$ cat src/rtl/fetch_stage_pkg.sv
// Shared constants and types for the RV32I instruction-fetch stage.
// Holds the bubble encoding, the PC increment, and the fetch FSM and IF/ID action enums.
package fetch_stage_pkg;

  localparam logic [31:0] FETCH_NOP = 32'h0000_0033;  // add x0,x0,x0
  localparam logic [31:0] PC_INCR   = 32'd4;

  typedef enum logic {
    FETCH_RUN   = 1'b0,
    FETCH_FAULT = 1'b1
  } fetch_state_e;

  // What the IF/ID register does on the next edge when not in reset.
  typedef enum logic [1:0] {
    IFID_HOLD    = 2'd0,
    IFID_BUBBLE  = 2'd1,
    IFID_CAPTURE = 2'd2
  } ifid_op_e;

endpackage

$ cat src/rtl/fetch_stage_pc_register.sv
// Program-counter register: synchronous active-low reset to RESET_PC, load enable, data in.
// The next-PC selection is done by the instantiating fetch stage.
module pc_register #(
  parameter logic [31:0] RESET_PC = 32'h0000_0000
) (
  input  logic        clk,
  input  logic        rst_n,
  input  logic        load,
  input  logic [31:0] d,
  output logic [31:0] q
);

  // NOTE: reset is sampled on the clock edge (synchronous); state uses <= so all
  // registers see pre-edge values regardless of process evaluation order.
  always_ff @(posedge clk) begin
    if (!rst_n) begin
      q <= RESET_PC;
    end else if (load) begin
      q <= d;
    end
  end

endmodule

$ cat src/rtl/fetch_stage.sv
// Instruction-fetch stage: PC, next-PC selection, instruction memory address and IF/ID register.
// Optional misaligned-redirect trap (RUN/FAULT FSM, misalign_fault port) under FETCH_MISALIGN_TRAP_EN.
module fetch_stage
  import fetch_stage_pkg::*;
#(
  parameter logic [31:0] RESET_PC  = 32'h0000_0000,
  parameter logic [31:0] NOP_INSTR = FETCH_NOP
) (
  input  logic        clk,
  input  logic        rst_n,
  input  logic        stall,
  input  logic        redirect,
  input  logic [31:0] redirect_pc,
  output logic [29:0] imem_addr,
  input  logic [31:0] imem_data,
  output logic [31:0] pc,
  output logic [31:0] if_id_pc,
  output logic [31:0] if_id_pc4,
  output logic [31:0] if_id_instr,
  output logic        if_id_valid
`ifdef FETCH_MISALIGN_TRAP_EN
  ,
  output logic        misalign_fault
`endif
);

  logic [31:0] pc_plus4;
  logic [31:0] pc_next;
  logic        pc_load;
  logic        in_fault;
  ifid_op_e    ifid_op;

  assign pc_plus4  = pc + PC_INCR;  // wraps modulo 2^32
  assign imem_addr = pc[31:2];

`ifdef FETCH_MISALIGN_TRAP_EN
  fetch_state_e state_q;
  fetch_state_e state_d;

  always_ff @(posedge clk) begin
    if (!rst_n) begin
      state_q <= FETCH_RUN;
    end else begin
      state_q <= state_d;
    end
  end

  assign in_fault       = (state_q == FETCH_FAULT);
  assign misalign_fault = in_fault;
`else
  logic unused_redirect_lsbs;

  // Low target bits are dropped when the trap is not built in.
  assign in_fault             = 1'b0;
  assign unused_redirect_lsbs = ^redirect_pc[1:0];
`endif

  // NOTE: every output of this block gets a default first, so no path leaves one
  // unassigned and no latch is inferred.
  always_comb begin
    pc_next = pc_plus4;
    pc_load = 1'b1;
    ifid_op = IFID_CAPTURE;
`ifdef FETCH_MISALIGN_TRAP_EN
    state_d = state_q;
`endif
    if (in_fault) begin
      pc_load = 1'b0;
      ifid_op = IFID_BUBBLE;
    end else if (redirect) begin
      pc_next = {redirect_pc[31:2], 2'b00};
      ifid_op = IFID_BUBBLE;
`ifdef FETCH_MISALIGN_TRAP_EN
      if (redirect_pc[1:0] != 2'b00) begin
        state_d = FETCH_FAULT;
      end
`endif
    end else if (stall) begin
      pc_load = 1'b0;
      ifid_op = IFID_HOLD;
    end
  end

  pc_register #(
    .RESET_PC (RESET_PC)
  ) u_pc_register (
    .clk   (clk),
    .rst_n (rst_n),
    .load  (pc_load),
    .d     (pc_next),
    .q     (pc)
  );

  always_ff @(posedge clk) begin
    if (!rst_n) begin
      if_id_pc    <= 32'h0;
      if_id_pc4   <= 32'h0;
      if_id_instr <= NOP_INSTR;
      if_id_valid <= 1'b0;
    end else begin
      case (ifid_op)
        IFID_CAPTURE: begin
          if_id_pc    <= pc;
          if_id_pc4   <= pc_plus4;
          if_id_instr <= imem_data;
          if_id_valid <= 1'b1;
        end
        IFID_BUBBLE: begin
          if_id_pc    <= 32'h0;
          if_id_pc4   <= 32'h0;
          if_id_instr <= NOP_INSTR;
          if_id_valid <= 1'b0;
        end
        default: ;
      endcase
    end
  end

endmodule

$ cat config.mk
export PLATFORM = sky130hd
export DESIGN_NAME = fetch_stage
export DESIGN_NICKNAME = d
export VERILOG_FILES = /design/src/rtl/fetch_stage_pkg.sv /design/src/rtl/fetch_stage_pc_register.sv /design/src/rtl/fetch_stage.sv
export SDC_FILE = /design/constraint.sdc
export NUM_CORES = 1
export LEC_CHECK = 0
export CORE_MARGIN = 2
export CORE_UTILIZATION = 45
export CTS_BUF_LIST = sky130_fd_sc_hd__clkbuf_8
export DETAILED_ROUTE_END_ITERATION = 8
export PLACE_DENSITY = 0.89
export SYNTH_ARGS = -nofsm -noshare
export SYNTH_HDL_FRONTEND = slang
export SYNTH_SLANG_ARGS = --single-unit
$ cat constraint.sdc
create_clock -name clk -period 3.2 [get_ports clk]
set_input_delay 0.48 -clock clk [delete_from_list [all_inputs] [get_ports clk]]
set_output_delay 0.48 -clock clk [all_outputs]
set_load 0.02 [all_outputs]
==> results.py <==
metrics = {
    "synthesis": {
        "synth_xor_area_share_pct": 7.12,
        "yosysMostFrequentCell": "dfxtp_1",
        "synthMuxAreaShare_pct": 10.6,
        "synth-seq-cells": 124,
        "syn-instance-count": 644,
        "synth_top_family_by_area": "simple AND/OR/NAND/NOR gates",
        "ys_seq_area_share_pct": 43.9,
        "synth_compound_area_share_pct": 10.7,
        "yosysWarnings": 0,
        "ys_types": 46,
        "synth_fa_ha_area_share_pct": 0.221,
        "yosys-top-cells-area": "dfxtp_1 44%, mux2i_1 11%, nor2_1 5.6%, xnor2_1 5.3%, buf_4 4.9%",
        "synth-edff-count": 0,
        "yosys_most_used_dff": "dfxtp_1",
        "synth.avg_cell_area_sq_um": 8.78,
        "synth_top_area_cell": "dfxtp_1",
        "syn_area_sq_um": 5660,
        "synthSimpleGateAreaFrac_pct": 18.8,
        "async_flop_share_pct": 0,
        "synth_top_area_share_pct": 43.9,
        "synth_top_cells_by_count": "124 x dfxtp_1, 84 x nor2_1, 60 x mux2i_1",
    },
    "sta": {
        "drv_slew": 0,
        "min_period_over_period_pct": 73.1,
        "setup_viol": 0,
        "fmax_ghz": 0.428,
        "clock_skew_ns": 0.00892,
        "post-route-min-period_ns": 2.34,
        "tightestPinTransition_ns": 0.659,
        "grt_setup_unrepaired": "no",
        "hold_viol": 0,
        "max_slew_margin_pct": 56.0,
        "finalSetupTns_ns": 0,
    },
    "drt": {
        "dr.pass1.iters": 4,
        "ant_nets": 0,
        "drc": 0,
        "routed_via_density": 5.18,
        "dr.first_iter.drc_count": 332,
        "vias": 5141,
        "drt-wirelength-per-cell_um": 16.5,
        "wl_mm": 16.3,
    },
    "final_layout": {
        "diodes": 0,
        "drive_gt1_share_pct": 7.27,
        "nNetsFinal": 881,
        "instances_no_fill": 993,
        "fillers": 1037,
        "syn_to_final_growth_pct": 44.1,
    },
    "placement": {
        "dp_hpwl_mm": 11.8,
        "port_buffers": 222,
        "place_congestion": 0.869,
        "dp_cells": 961,
    },
    "critical_path": {
        "cp-end-kind": "primary output",
        "path_cells": "clkdlybuf4s50_1",
        "slowest_delay_ns": 0.73,
        "reg2reg_depth": 6,
        "arrival_ns": 1.86,
        "cp.depth": 1,
        "worst_setup_path_start_kind": "flop",
        "timing.rr.start": "u_pc_register.q[2]",
        "cp.required_ns": 2.72,
        "cp-startpoint": "u_pc_register.q[7]",
        "reg2reg_to": "if_id_pc4[22]",
        "critical_path_buf_inv_count": 1,
        "setup.worst_path.end": "imem_addr[5]",
        "cp_top_family": "buffers and inverters",
        "cpMaxStageDelayCell": "clkdlybuf4s50_1",
        "path_max_fanout": 13,
        "ff2ff_setup_slack_ns": 0.89,
        "path_class": "flop to primary output",
    },
    "floorplanning": {
        "initial_core_util_pct": 46.5,
        "dieArea_sq_um": 13500,
        "num_rows": 40,
        "die_h_um": 116,
        "fp.dieW_um": 116,
        "core_sq_um": 12200,
        "ioPinCount": 227,
    },
    "grt": {
        "antenna_found_initial": 0,
        "grt_max_degree": 47,
        "grt_pass1_vias": 4994,
        "grt-ovfl-total": 0,
        "track_usage_pct": 24.5,
        "grt_first_pass_wirelength_mm": 25.4,
    },
    "clock_tree": {
        "clk_latency_ns": 0.44,
        "cts_buffers": 17,
        "cts_setup_buffers": 0,
        "clk_pin_slew_ns": 0.07,
        "cts.sinks": 124,
        "cts_root_buf": "clkbuf_8",
        "cts_hold_buf": 0,
        "post_cts_resized": 0,
        "clockBufferDepth": 2,
        "tritoncts": "done",
        "htreeDepth": 4,
    },
    "power_and_ir_drop": {
        "leakage_nw": 3.01,
        "ir_drop_uv": 372,
        "p_per_area_nw_per_um2": 470,
    },
    "min_path": {
        "hold_path_depth": 2,
        "hold_class": "flop to flop",
    },
    "run_status": {
        "outcome": "complete, no violations",
    },
    "flow_run": {
        "cap_violations": 0,
    },
}
## power breakdown
group	switching [mW]	leakage [nW]	internal, mW	total (mW)
registers	0.0870	1.01	1.60	1.69
logic	0.292	1.76	0.302	0.595
clock network	0.620	0.228	0.927	1.55
total	0.999	3.01	2.83	3.83
## state kept, by name, summed over array words and instances, names as in the netlist
name	cells
if_id_instr	32
if_id_valid	1
if_id_pc	31
if_id_pc4	30
u_pc_register.q	30
## metrics by stage
stage	power [mW]	instance area, sq um	setup slack, ns	hold WS (ns)	util [%]
floorplan	2.05	5660	1.24	0.530	-
detailed placement	2.32	7700	0.782	0.446	63.3
global route	3.99	8150	0.769	0.457	67.0
global placement	2.31	7700	0.818	0.440	63.3
finish	3.83	8150	0.862	0.453	67.0
CTS	3.86	8150	0.851	0.431	67.0
## layout make-up
type                    instances  area, sq um  area share, %
clock buffers                  21          289           3.55
repair buffers                231         2300           28.2
well taps                     168          210           2.58
multi-input cells             434         2690           33.0
clock inverters                11          164           2.01
flip-flops and latches        124         2480           30.4
inverters                       4         15.0          0.184
## placed cells by master (no fill, tap or decap), types with 15 or more instances in the layout
cell / synthesis / layout
a21oi_1: 48 / 48
clkbuf_8: 0 / 21
clkdlybuf4s50_1: 0 / 221
dfxtp_1: 124 / 124
mux2i_1: 60 / 60
nand2_1: 43 / 42
nor2_1: 84 / 84
nor3_1: 15 / 15
o21ai_0: 54 / 54
xnor2_1: 34 / 34
## worst min path at each step
stage	slack, ns	to	startpoint
after floorplan	0.53	if_id_pc4[4]	if_id_pc4[4]
after global placement	0.44	if_id_pc4[4]	if_id_pc4[4]
after detailed placement	0.45	if_id_pc[30]	if_id_pc[30]
after CTS	0.43	if_id_pc[6]	stall
after global routing	0.46	if_id_pc[6]	stall
final	0.45	if_id_pc4[4]	if_id_pc4[4]
## routing by layer
layer | track usage, % | up-vias | wire (um)
li1 | - | 2500 | -
met1 | 29.7 | 2412 | 6540
met2 | 40.5 | 205 | 8110
met3 | 8.51 | 24 | 1390
met4 | 8.73 | 0 | 297
met5 | 0 | - | 0
## cell families (layout without fill, tap and decap cells)
| kind of cell | count (synthesis) | count (layout) |
|---|---|---|
| adder cells (fa/ha/maj) | 1 | 1 |
| multiplexers | 60 | 60 |
| AO/OA/AOI/OAI | 114 | 114 |
| XOR/XNOR | 46 | 46 |
| AND/OR/NAND/NOR | 211 | 211 |
| other | 1 | 2 |
| buffers and inverters | 87 | 267 |
| flip-flops | 124 | 124 |
Note: power is estimated with default switching activity, not from simulation.
==> variant, RTL diff (same settings) <==
The option `FETCH_MISALIGN_TRAP_EN` is turned on by a define.
--- a/src/rtl/fetch_stage.sv
+++ b/src/rtl/fetch_stage.sv
@@ -2,2 +2,4 @@
 // Optional misaligned-redirect trap (RUN/FAULT FSM, misalign_fault port) under FETCH_MISALIGN_TRAP_EN.
+`define FETCH_MISALIGN_TRAP_EN
+
 module fetch_stage
Check against the original RTL (old outputs only; new: misalign_fault): not equivalent (Yosys sat finds a counterexample within 4 cycles, from zero or initial values and one cycle with rst_n low).
==> variant against the unedited design <==
- hold slack lost 4.2 ps
- register-to-register slack worse by 70 ps
- final cell count is 1.0% lower
- power is 1.8% higher
- sequential cell count rose by 1
- clock skew decreased by 2.1 ps
- routed wire length increased by 8.1%
- final area about the same
- setup slack got worse by 39 ps
- via count grew 6.3%
- combinational power is 4.5% higher
- synthesized area is 1.2% lower
- largest power group unchanged
- highest routed layer unchanged
==> variant: results (changes against the unedited design) <==
| Metric | Value |
|---|---|
| Status | finished clean |
| Static Leak | 2.86 nW (-4.9%) |
| Tightest Pin Transition | 638 ps (-21.2 ps) |
| Clk root buf | clkbuf_8 |
| GRT Total Usage | 26.1% (+1.6 points) |
| Ant diodes | 0 (unchanged) |
| Async set-or-reset flop fraction in the synthesized netlist | 0% (unchanged) |
| Pre-Repair DR Iteration Count | 5 (+1) |
| Vias per cell | 5.56 (+7.4%) |
| Register area share after synthesis | 44.8% (+0.89 points) |
| TNS Setup | 0 ps (unchanged) |
| Crit path DAT | 2700 ps (+840 ps) |
| TritonCTS Buffers | 17 (unchanged) |
| Compound-cell area share of the yosys netlist | 21.5% (+11 points) |
| Critical-path top delay cell | dfxtp_1 |
| Post-Synth Adder-Cell Area | 0.224% (+0.0027 points) |
| Synth cell count leaders | dfxtp_1, nor2_1, a22oi_1 |
| Top flop regs | if_id_instr x32, if_id_pc x31 |
| Netlist cell types | 54 (+17%) |
| Max incr delay on CP | 550 ps (-180 ps) |
| DRT iter0 DRCs | 503 (+52%) |
| Crit-path max FO | 11 (-2) |
| Post-CTS Setup Bufs | 0 (unchanged) |
| Ys Warns | 0 (unchanged) |
| First-pass GRT wire length | 26.9 mm (+5.7%) |
| Vias in the first global route | 4941 (-1.1%) |
| EDFF count, synth | 0 (unchanged) |
| Mux contribution to synthesized area | 0.179% (-10 points) |
| Layout cell share with drive strength beyond 1 | 8.71% (+1.4 points) |
| Dpl hpwl | 12.1 mm (+3.1%) |
| Final net count | 871 (-1.1%) |
| Top post-synthesis cells by area | dfxtp_1, a22oi_1, nor2_1 |
| GPL Wtd Cong | 0.919 (+5.7%) |
| Post-Synth XOR/XNOR Area | 3.92% (-3.2 points) |
| Port buffer count | 225 (+1.4%) |
| Final Skew | 6.85 ps (-2.07 ps) |
| Total Wirelength | 17.7 mm (+8.1%) |
| Peak supply drop | 0.344 mV (-7.5%) |
| Largest net degree at the start of global routing | 72 (+53%) |
| Fillers | 996 (-4.0%) |
## variant: cell types whose count changed after synthesis, moves of 9 or more
cell,unedited run,this run
a21oi_1,48,21
clkbuf_1,21,31
xnor2_1,34,14
o21ai_0,54,36
o22ai_1,0,12
a22oi_1,0,71
nand4_1,13,4
mux2i_1,60,1
## variant: cell families after synthesis
kind of cell               after synthesis
xor gates and xnor gates                25
muxes                                    1
adders and majority gates                1
and+or+nand+nor                        199
DFF                                    125
buffers and inverters                  102
AOI/OAI and AO/OA                      179
other                                    1
## variant: final cells by class
cell class                 instances  area share [%]
clock inverter                    13            2.41
tap                              168            2.58
multi-input combinational        407            31.1
sequential                       125            30.7
clock buffer                      19            3.21
inverter                           7           0.323
timing repair buffer             244            29.7
## variant: final timing paths
path / from / endpoint / slack (ps) / depth (start not counted)
worst max-delay path: u_pc_register.q[6] / u_pc_register.q[19] / 820 / 5
worst min-delay path: if_id_pc4[22] / if_id_pc4[22] / 450 / 2
worst max register to register: u_pc_register.q[6] / u_pc_register.q[19] / 820 / 5
worst min register to register: if_id_pc4[22] / if_id_pc4[22] / 450 / 2
## variant: worst max-delay path: cells and delay by family (launching register included)
| family | cells | cell delay, ps |
|---|---|---|
| AND/OR/NAND/NOR | 5 | 1720 |
| flip-flops | 1 | 550 |
## variant: metrics by stage
stage | instance area (um^2) | setup slack, ps | total power (W) | std cells
2_1_floorplan | 5590 | 1250 | 0.00205 | 634
3_3_place_gp | 7690 | 936 | 0.00234 | 951
3_5_place_dp | 7690 | 908 | 0.00235 | 951
4_1_cts | 8150 | 879 | 0.00392 | 983
5_1_grt | 8150 | 690 | 0.00404 | 983
6_report | 8150 | 823 | 0.00390 | 983
## variant: power breakdown
part           internal, W  switching (W)  leakage, nW
Clock             0.000960       0.000621        0.234
Sequential         0.00161      0.0000882         1.02
Combinational     0.000301       0.000321         1.61
Total              0.00287        0.00103         2.86
## variant: layer usage
metal | track usage [%] | share of wire, % | vias up | wire [um]
met5 | 0 | 0 | - | 0
met4 | 9.72 | 2.0 | 0 | 354
met3 | 9.26 | 11 | 33 | 1880
met2 | 41.1 | 47 | 308 | 8260
met1 | 33.1 | 41 | 2563 | 7190
li1 | - | - | 2560 | -
